`config.mk`:
```
export PLATFORM = sky130hd
export DESIGN_NAME = io_bus_master
export DESIGN_NICKNAME = d
export VERILOG_FILES = /design/src/rtl/io_bus_pkg.sv /design/src/rtl/io_bus_master.sv
export SDC_FILE = /design/constraint.sdc
export NUM_CORES = 1
export LEC_CHECK = 0
export CAP_MARGIN = 10
export CORE_MARGIN = 1.5
export CORE_UTILIZATION = 53
export CTS_CLUSTER_DIAMETER = 120
export DETAILED_ROUTE_END_ITERATION = 8
export GPL_TIMING_DRIVEN = 0
export PLACE_DENSITY = 0.91
export SYNTH_ARGS = -nofsm -noshare
export SYNTH_HDL_FRONTEND = slang
export SYNTH_SLANG_ARGS = --single-unit
```
`constraint.sdc`:
```
create_clock -name clk -period 4.3 [get_ports clk]
set_clock_uncertainty 0.05 [all_clocks]
set_input_delay 1.075 -clock clk [delete_from_list [all_inputs] [get_ports clk]]
set_output_delay 1.075 -clock clk [all_outputs]
set_load 0.01 [all_outputs]
```
`src/rtl/io_bus_pkg.sv`:
```
// Shared types and constants for the RRIOT port-register bus initiator.
package io_bus_pkg;

    typedef enum logic [1:0] {
        OP_READ  = 2'd0,
        OP_WRITE = 2'd1,
        OP_SET   = 2'd2,
        OP_CLR   = 2'd3
    } cmd_op_e;

    localparam logic [2:0] REG_PA       = 3'd0;
    localparam logic [2:0] REG_DDRA     = 3'd1;
    localparam logic [2:0] REG_PB       = 3'd2;
    localparam logic [2:0] REG_DDRB     = 3'd3;
    localparam logic [2:0] IO_IDLE_ADDR = 3'b111;

    typedef enum logic [2:0] {
        ST_IDLE    = 3'd0,
        ST_RD_STB  = 3'd1,
        ST_RD_WAIT = 3'd2,
        ST_WR_STB  = 3'd3,
        ST_RSP     = 3'd4
    } state_e;

    // Value written back by a bit-set / bit-clear read-modify-write.
    function automatic logic [7:0] rmw_value(input cmd_op_e op, input logic [7:0] rd,
                                             input logic [7:0] mask);
        logic [7:0] val;
        case (op)
            OP_SET:  val = rd | mask;
            OP_CLR:  val = rd & ~mask;
            default: val = rd;
        endcase
        return val;
    endfunction

endpackage

```
`src/rtl/io_bus_master.sv`:
```
// Single-command initiator for the RRIOT port-register bus with read-modify-write support.
// Optional build macro IO_BUS_MASTER_POSTED_WR_EN: plain WRITEs complete without a response.
import io_bus_pkg::*;

module io_bus_master #(
    parameter int         READ_LAT  = 1,
    parameter logic [2:0] IDLE_ADDR = IO_IDLE_ADDR
) (
    input  logic       clk,
    input  logic       rst_n,
    input  logic       cmd_valid,
    output logic       cmd_ready,
    input  logic [1:0] cmd_op,
    input  logic [2:0] cmd_addr,
    input  logic [7:0] cmd_data,
    output logic       rsp_valid,
    input  logic       rsp_ready,
    output logic [7:0] rsp_data,
    output logic       rsp_err,
    output logic       bus_we_n,
    output logic [2:0] bus_a,
    output logic [7:0] bus_di,
    input  logic [7:0] bus_do,
    input  logic       bus_oe
);

    state_e     state_r, state_s;
    cmd_op_e    op_r, op_s;
    logic [2:0] addr_r, addr_s;
    logic [7:0] data_r, data_s;
    logic [2:0] cnt_r, cnt_s;
    logic       bus_we_n_r, bus_we_n_s;
    logic [2:0] bus_a_r, bus_a_s;
    logic [7:0] bus_di_r, bus_di_s;
    logic       rsp_valid_r, rsp_valid_s;
    logic [7:0] rsp_data_r, rsp_data_s;
    logic       rsp_err_r, rsp_err_s;

    assign cmd_ready = (state_r == ST_IDLE);
    assign bus_we_n  = bus_we_n_r;
    assign bus_a     = bus_a_r;
    assign bus_di    = bus_di_r;
    assign rsp_valid = rsp_valid_r;
    assign rsp_data  = rsp_data_r;
    assign rsp_err   = rsp_err_r;

    // Next-state, bus strobe and response logic; the bus parks unless a strobe is scheduled.
    always_comb begin
        state_s     = state_r;
        op_s        = op_r;
        addr_s      = addr_r;
        data_s      = data_r;
        cnt_s       = cnt_r;
        bus_we_n_s  = 1'b1;
        bus_a_s     = IDLE_ADDR;
        bus_di_s    = bus_di_r;
        rsp_valid_s = rsp_valid_r;
        rsp_data_s  = rsp_data_r;
        rsp_err_s   = rsp_err_r;
        case (state_r)
            ST_IDLE: begin
                if (cmd_valid) begin
                    op_s       = cmd_op_e'(cmd_op);
                    addr_s     = cmd_addr;
                    data_s     = cmd_data;
                    rsp_data_s = 8'h00;
                    rsp_err_s  = 1'b0;
                    if (cmd_addr[2]) begin
                        state_s     = ST_RSP;
                        rsp_err_s   = 1'b1;
                        rsp_valid_s = 1'b1;
                    end else if (cmd_op_e'(cmd_op) == OP_WRITE) begin
                        state_s    = ST_WR_STB;
                        bus_we_n_s = 1'b0;
                        bus_a_s    = cmd_addr;
                        bus_di_s   = cmd_data;
                    end else begin
                        state_s = ST_RD_STB;
                        bus_a_s = cmd_addr;
                    end
                end else begin
                    state_s = ST_IDLE;
                end
            end
            ST_RD_STB: begin
                state_s = ST_RD_WAIT;
                cnt_s   = 3'(READ_LAT);
            end
            ST_RD_WAIT: begin
                // Sample DO on the edge where the latency counter runs out.
                if (cnt_r == 3'd1) begin
                    cnt_s = 3'd0;
                    if (!bus_oe) begin
                        state_s     = ST_RSP;
                        rsp_err_s   = 1'b1;
                        rsp_data_s  = 8'h00;
                        rsp_valid_s = 1'b1;
                    end else begin
                        rsp_data_s = bus_do;
                        if (op_r == OP_READ) begin
                            state_s     = ST_RSP;
                            rsp_valid_s = 1'b1;
                        end else begin
                            state_s    = ST_WR_STB;
                            bus_we_n_s = 1'b0;
                            bus_a_s    = addr_r;
                            bus_di_s   = rmw_value(op_r, bus_do, data_r);
                        end
                    end
                end else begin
                    cnt_s = cnt_r - 3'd1;
                end
            end
            ST_WR_STB: begin
`ifdef IO_BUS_MASTER_POSTED_WR_EN
                if (op_r == OP_WRITE) begin
                    state_s = ST_IDLE;
                end else begin
                    state_s     = ST_RSP;
                    rsp_valid_s = 1'b1;
                end
`else
                state_s     = ST_RSP;
                rsp_valid_s = 1'b1;
`endif
            end
            ST_RSP: begin
                if (rsp_ready) begin
                    state_s     = ST_IDLE;
                    rsp_valid_s = 1'b0;
                end else begin
                    state_s = ST_RSP;
                end
            end
            default: begin
                state_s     = ST_IDLE;
                rsp_valid_s = 1'b0;
            end
        endcase
    end

    // State, command capture and registered bus/response outputs.
    always_ff @(posedge clk or negedge rst_n) begin
        if (!rst_n) begin
            state_r     <= ST_IDLE;
            op_r        <= OP_READ;
            addr_r      <= 3'd0;
            data_r      <= 8'h00;
            cnt_r       <= 3'd0;
            bus_we_n_r  <= 1'b1;
            bus_a_r     <= IDLE_ADDR;
            bus_di_r    <= 8'h00;
            rsp_valid_r <= 1'b0;
            rsp_data_r  <= 8'h00;
            rsp_err_r   <= 1'b0;
        end else begin
            state_r     <= state_s;
            op_r        <= op_s;
            addr_r      <= addr_s;
            data_r      <= data_s;
            cnt_r       <= cnt_s;
            bus_we_n_r  <= bus_we_n_s;
            bus_a_r     <= bus_a_s;
            bus_di_r    <= bus_di_s;
            rsp_valid_r <= rsp_valid_s;
            rsp_data_r  <= rsp_data_s;
            rsp_err_r   <= rsp_err_s;
        end
    end

endmodule

```
After elaboration in Yosys (flattened, before gate mapping)
Index checks and enable logic that the tools add are counted.
Widths: inputs -> output; s select.
- reduce and logical (&&, ||, !) cells: 9
- $add $sub $neg: 1
- multiplexer cells: 47
- bitwise operators: 4
- eq/ne operators: 18
- operator list (cell ; count):
    $mux 8 ; 9
    $pmux 8 s2 ; 3
    $mux 3 ; 12
    $mux 1 ; 16
    $pmux 3 s5 ; 1
    $ne 2x2->1 const B ; 7
    $pmux 3 s2 ; 2
    $and 8x8->8 ; 1
    $not 8->8 ; 1
    $or 8x8->8 ; 1
    $reduce_and 7->1 ; 1
    $eq 3x1->1 const B ; 2
    $eq 3x2->1 const B ; 2
    $reduce_and 6->1 ; 1
    $pmux 1 s5 ; 1
    $eq 2x2->1 const B ; 2
    $ne 2x1->1 const B ; 2
    $pmux 1 s2 ; 2
    $reduce_and 4->1 ; 1
    $reduce_bool 2->1 ; 2
    $eq 3x3->1 const B ; 1
    $logic_not 3->1 ; 1
    $ne 3x3->1 const B ; 1
    $reduce_and 3->1 ; 1
    other kinds (6) ; 6
- bits in registers: 41
- output and inout port bits: 23
- input port bits: 26

Longest topological paths before layout
Gate-level depths: netlist (run 1).
- depth in word-level cells: 7
- gate-level depth with buffers: 7

Worst setup path before layout (run 1)
No wires, ideal clock.
- path type: input -> register
- from: input cmd_addr[2]
- to: register bus_di_r[0], in the netlist bus_di[0]
- slack: 1845 ps
- stages on the path: 3
- library setup time: 125 ps
- required time: 4125 ps
- arrival time: 2281 ps
- cells stage by stage: or3b_1 a221oi_4 mux2_2
- word-level cells in the longest chain between the ends: 2
- RTL lines (element ; line ; source):
    from (decl) ; io_bus_master.sv:14 ; input logic [2:0] cmd_addr,
    $ne 2x2->1 (no source line) ; -- ;
    $reduce_and 7->1 (no source line) ; -- ;
    to (signal assigned) ; io_bus_master.sv:164 ; bus_di_r <= bus_di_s;
    to (decl) ; io_bus_master.sv:34 ; logic [7:0] bus_di_r, bus_di_s;
Every way passes these cells.
A chain may end at the register's enable or synchronous reset.

Worst setup path after layout (run 1)
- from: register state_r[1]
- to: output cmd_ready
- word-level cells in the longest chain between the ends: 1
- RTL lines (element ; line ; source):
    from (decl) ; io_bus_master.sv:27 ; state_e state_r, state_s;
    from (signal assigned) ; io_bus_master.sv:157 ; state_r <= state_s;
    $logic_not 3->1 ; io_bus_master.sv:39 ; assign cmd_ready = (state_r == ST_IDLE);
    to (decl) ; io_bus_master.sv:12 ; output logic cmd_ready,
Every way passes these cells.

==> results of run 1 <==
[final cells by class]
| cell class | count | area share |
|---|---|---|
| flip-flops and latches | 41 | 0.388 |
| multi-input cells | 162 | 0.343 |
| repair buffers | 48 | 0.179 |
| clock buffers | 5 | 0.0259 |
| plain buffers | 11 | 0.0245 |
| well taps | 48 | 0.0226 |
| inverters | 7 | 0.00990 |
| clock inverters | 3 | 0.00660 |
[worst max-delay path, cell delays in order (launching register included)]
cell,delay (ns)
dfrtp_1,0.47
nor3_4,0.36
clkdlybuf4s50_1,0.61
[path summary, 6_finish.rpt]
path,startpoint,to,cells past startpoint
min in group asynchronous,rst_n,addr_r[0],1
hold / removal,data_r[4],data_r[4],2
max in group asynchronous,rst_n,bus_di[5],1
hold reg to reg,data_r[4],data_r[4],2
setup reg to reg,cnt_r[1],bus_di[5],6
setup / recovery,state_r[1],cmd_ready,2
[synth_stat cells (3+ instances only)]
library cell,n,area [µm²]
dfrtp_1,37,926
a21oi_1,5,25.0
nor2b_1,3,18.8
nor2_1,15,56.3
dfstp_2,4,105
mux2_2,8,90.1
clkbuf_1,7,26.3
o21ai_0,11,55.1
inv_1,7,26.3
nand2_1,75,282
buf_6,3,33.8
a31oi_1,9,56.3
or2_2,8,50.1
[state kept, by name, indices dropped and copies added, names as in the netlist]
register	flops
cnt_r	3
rsp_err	1
data_r	8
op_r	2
bus_di	8
bus_a	3
state_r	3
rsp_data	8
rsp_valid	1
bus_we_n	1
addr_r	3
[metrics by stage]
stage                     cells   util  worst slack (ns)  cell area, µm²
final                       325  0.725              1.44            2650
after global routing        325  0.725              1.34            2650
after CTS                   325  0.725              1.43            2650
after detailed placement    317  0.701              1.16            2570
after global placement      317  0.703              1.11            2570
after floorplan             221      -              1.84            2030
[logic make-up (layout without fill, tap and decap cells)]
logic type | Yosys count | count (layout) | synth area share
fa+ha+maj | 2 | 2 | 0.0123
simple gates | 113 | 113 | 0.254
buf+inv | 18 | 74 | 0.0450
mux | 8 | 8 | 0.0443
compound gates | 39 | 39 | 0.137
flops | 41 | 41 | 0.507
[power by group through the flow]
stage / clock network, W / logic (W) / registers, W
global placement: 0 / 0.000837 / 0.000651
detailed placement: 0 / 0.000860 / 0.000660
finish: 0.000249 / 0.000859 / 0.000652
global route: 0.000274 / 0.000947 / 0.000674
floorplan: 0 / 0.000507 / 0.000684
CTS: 0.000250 / 0.000863 / 0.000652
[per-layer routing]
| layer | wire, µm | vias up | part of all wire |
|---|---|---|---|
| li1 | - | 851 | - |
| met1 | 1890 | 807 | 0.44 |
| met2 | 2070 | 54 | 0.48 |
| met3 | 286 | 8 | 0.066 |
| met4 | 87 | 0 | 0.020 |
| met5 | 0 | - | 0 |
==> results.md, run 1 <==
* Status: complete, no violations
* Psw at 0.000666 W
* Setup bufs post-CTS at 0
* Fill cell count at 263
* Die ar. at 4210 µm²
* Cell area after synthesis at 2030 µm²
* Multi-input combinational cell area at 910 µm²
* YS warnings at 0
* WHS at 0.428 ns
* Hold_buf cts at 0
* Met3 track utilization from global routing at 0.0469
* CP startpoint kind: flip-flop
* CTS tree: built
* Clock Tree Root: clkbuf_8
* Std-Cell Rows at 22
* CP arrival at 1.74 ns
* Most common cell after layout, fill and taps aside: nand2_1
* Clk slew on worst S/H paths at 0.08 ns
* Final hold vios at 0
* WL final at 4330 µm
* Die height at 64.9 µm
* TNS Setup at 0 ns
* Switching Share at 0.378
* DR vias/cell at 5.29
* Clk_lat worst skew at 0.30 ns
* H-tree depth at 2
* Final worst-path cycle share at 0.666
* Peak Freq at 0.349 GHz
* Clock Path Buffers at 2
* Combinational fraction of design power at 0.488
* CTS Sinks at 41
* Yosys cell types at 36
* PwrDens at 663 nW/µm²
* Worst setup path category: flip-flop to primary output
* DRC at 0
* GR Util met1 at 0.296
* Final Total Pwr at 0.00176 W
* Fin crit period at 2.86 ns
* Area grow syn2layout at 30.6%
* Critical path required time at 3.17 ns
* Num CTS Buffers at 5
* Initial antenna violation count at 0
* Global-route wire length before repair at 7300 µm
* Most frequent cells in the layout: nand2_1, clkdlybuf4s50_1, dfrtp_1
* Top Usage Layer GRT: met2
* Total GRT Usage at 0.232
* Unrepaired setup endpoints after global routing: no
* Seq/Total Area, Yosys at 0.507
* CP max FO at 7
* Global-route track usage on met2 at 0.374
* Slew @ Worst Pin at 0.863 ns
* Final antenna-violating net count at 0
* Syn avg cell area at 9.19 µm²
* Max-slew violation count at 0
* Core footprint at 3660 µm²
* Vias in the first global route at 1617
* Hold/Removal Path Class: flip-flop to flip-flop
* Number of synthesized flops with an enable pin at 0
* VDD IR max at 0.390 mV
* Main flop type after synthesis: dfrtp_1
* Reg power frac at 0.370
* Port Buffers at 48
* Gpl congestion at 0.805
* Drt pass-1 iters at 4
* Via count at 1720
* CTS resizes at 0
* Synth Register Bits at 41
* Slew HR at 0.425
* Post-DP HPWL at 3200 µm
* FF+latch area at 1030 µm²
* Largest net degree at the start of global routing at 42
* Crit path capture type: primary output
* Clock share of power at 0.141
* Syn nets at 249
* Fin nets at 304
* WL/cell at 13.3 µm
* Die width at 64.9 µm
* Layout cells sized above 1 at 0.148
* Ys async rst share at 1.00
* Initial core utilization at 0.555
* Ant. Diodes at 0
* Cell internal pwr at 0.00109 W
* MaxCap Viol Count at 0
* IO Pins at 49
* FF-to-FF setup slack at 2.27 ns
* Iteration-0 DRC Markers at 153
* Standby leakage power at 1.18 nW
* Cells after synthesis at 221
* Gr ovfl total at 0
* Setup-failing EPs final at 0
Power figures use the tool's default switching activity.
==> inputs of run 2 (changes only) <==
--- a/config.mk
+++ b/config.mk
@@ -7,11 +7,11 @@
 export LEC_CHECK = 0
 export CAP_MARGIN = 10
 export CORE_MARGIN = 1.5
-export CORE_UTILIZATION = 53
+export CORE_UTILIZATION = 49
 export CTS_CLUSTER_DIAMETER = 120
 export DETAILED_ROUTE_END_ITERATION = 8
 export GPL_TIMING_DRIVEN = 0
-export PLACE_DENSITY = 0.91
+export PLACE_DENSITY = 0.85
 export SYNTH_ARGS = -nofsm -noshare
 export SYNTH_HDL_FRONTEND = slang
 export SYNTH_SLANG_ARGS = --single-unit
==> constraint.sdc (replaced) <==
create_clock -name clk -period 2.7 [get_ports clk]
set_clock_uncertainty 0.05 [all_clocks]
set_input_delay 0.675 -clock clk [delete_from_list [all_inputs] [get_ports clk]]
set_output_delay 0.675 -clock clk [all_outputs]
set_load 0.01 [all_outputs]
==> results.md, run 2 (same netlist as run 1, synthesis figures left out) <==
* Status: complete, no violations
* Final Total Pwr at 0.00280 W
* Reg-to-Reg Start: cnt_r[1]
* Most common cell after layout, fill and taps aside: nand2_1
* Dpl ws at -0.0859 ns
* Initial antenna violation count at 0
* Setup ws final at 0.223 ns
* MaxCap Viol Count at 0
* Vias in the first global route at 1637
* IO Pins at 49
* Fin nets at 304
* WL final at 4500 µm
* Reg2reg end: bus_di[3]
* Port Buffers at 48
* Via count at 1727
* Peak Freq at 0.404 GHz
* Ant. Diodes at 0
* Clock Tree Root: clkbuf_8
* Clock Path Buffers at 2
* Final hold vios at 0
* Die width at 67.4 µm
* Family with the most delay on the worst path: compound AO/OA/AOI/OAI gates
* Gr ovfl total at 0
* CP Capture Point: bus_di[3]
* Die ar. at 4540 µm²
* Worst Setup SP: cmd_addr[2]
* Standby leakage power at 1.17 nW
* Area grow syn2layout at 30.5%
* Worst setup path category: primary input to flip-flop
* Fin crit period at 2.48 ns
* PwrDens at 1050 nW/µm²
* CTS resizes at 0
* DRC at 0
* Most frequent cells in the layout: nand2_1, clkdlybuf4s50_1, dfrtp_1
* Unrepaired setup endpoints after global routing: no
* H-tree depth at 2
* Max-slew violation count at 0
* Slew HR at 0.413
* Num CTS Buffers at 5
* Initial core utilization at 0.508
* WP buf/inv at 1
* CP max FO at 9
* Clk slew on worst S/H paths at 0.08 ns
* CP peak stage delay at 0.55 ns
* Core footprint at 4000 µm²
* CTS Sinks at 41
* FF+latch area at 1030 µm²
* Largest net degree at the start of global routing at 42
* CP max stage cell: a221oi_4
* Hold_buf cts at 0
* FF-to-FF setup slack at 0.63 ns
* Clk_lat worst skew at 0.29 ns
* Gpl congestion at 0.786
* CP arrival at 2.61 ns
* CP Depth at 4
* Slew @ Worst Pin at 0.880 ns
* Final worst-path cycle share at 0.917
* CP startpoint kind: primary input
* Setup-failing EPs final at 0
* Std-Cell Rows at 23
* VDD IR max at 0.685 mV
* Final antenna-violating net count at 0
* Critical path required time at 2.83 ns
* Global-route wire length before repair at 7470 µm
* Die height at 67.4 µm
* Multi-input combinational cell area at 910 µm²
* Reg2Reg Depth at 6
* Drt pass-1 iters at 4
* WL/cell at 13.8 µm
* DR vias/cell at 5.28
* Layout cells sized above 1 at 0.141
* CTS tree: built
* Post-DP HPWL at 3270 µm
* Crit path capture type: flip-flop
* Iteration-0 DRC Markers at 136
* Total GRT Usage at 0.223
* Fill cell count at 341
* Cell Chain, Critical Path: clkdlybuf4s50_1 > or3b_1 > a221oi_4 > mux2_2
* Setup bufs post-CTS at 0
* Hold/Removal Path Class: flip-flop to flip-flop
## run 2: tightest hold or removal path: cells and delay by family (launching register included)
kind / cells / cell delay [ns]
AND/OR/NAND/NOR: 2 / 0.10
flip-flops: 1 / 0.35
## run 2: metrics by stage
step	hold slack (ns)	instances	utilization	instance area (µm²)	TNS [ns]
2_1_floorplan	0.329	221	-	2030	0
3_3_place_gp	0.407	319	0.644	2570	-4.75
3_5_place_dp	0.412	319	0.642	2570	-0.652
4_1_cts	0.431	327	0.663	2650	0
5_1_grt	0.448	327	0.663	2650	0
6_report	0.426	327	0.663	2650	0
## run 2: cell type report
type                    count  area share
well taps                  50      0.0236
clock inverters             1     0.00189
flip-flops and latches     41       0.389
plain buffers              11      0.0245
inverters                   7     0.00991
repair buffers             48       0.179
multi-input cells         162       0.343
clock buffers               7      0.0288
## run 2: worst min-delay path by stage
stage,startpoint,end,slack [ns],cells after the start
floorplan,rst_n,addr_r[0],0.33,0
global placement,data_r[1],data_r[1],0.41,2
detailed placement,data_r[7],data_r[7],0.41,2
CTS,addr_r[1],addr_r[1],0.43,2
global route,addr_r[2],addr_r[2],0.45,2
finish,data_r[7],data_r[7],0.43,2
## run 2: power by group
group	switching [W]	leakage (nW)	total, W	internal (W)
Clock	0.000208	0.0422	0.000389	0.000182
Combinational	0.000690	0.627	0.00137	0.000678
Sequential	0.000154	0.505	0.00104	0.000885
Total	0.00105	1.17	0.00280	0.00174
## run 2: metal layers
layer / vias up / wire (µm) / GRT usage
li1: 845 / - / -
met1: 823 / 2100 / 0.298
met2: 53 / 2130 / 0.351
met3: 6 / 203 / 0.0533
met4: 0 / 67 / 0.0842
met5: - / 0 / 0
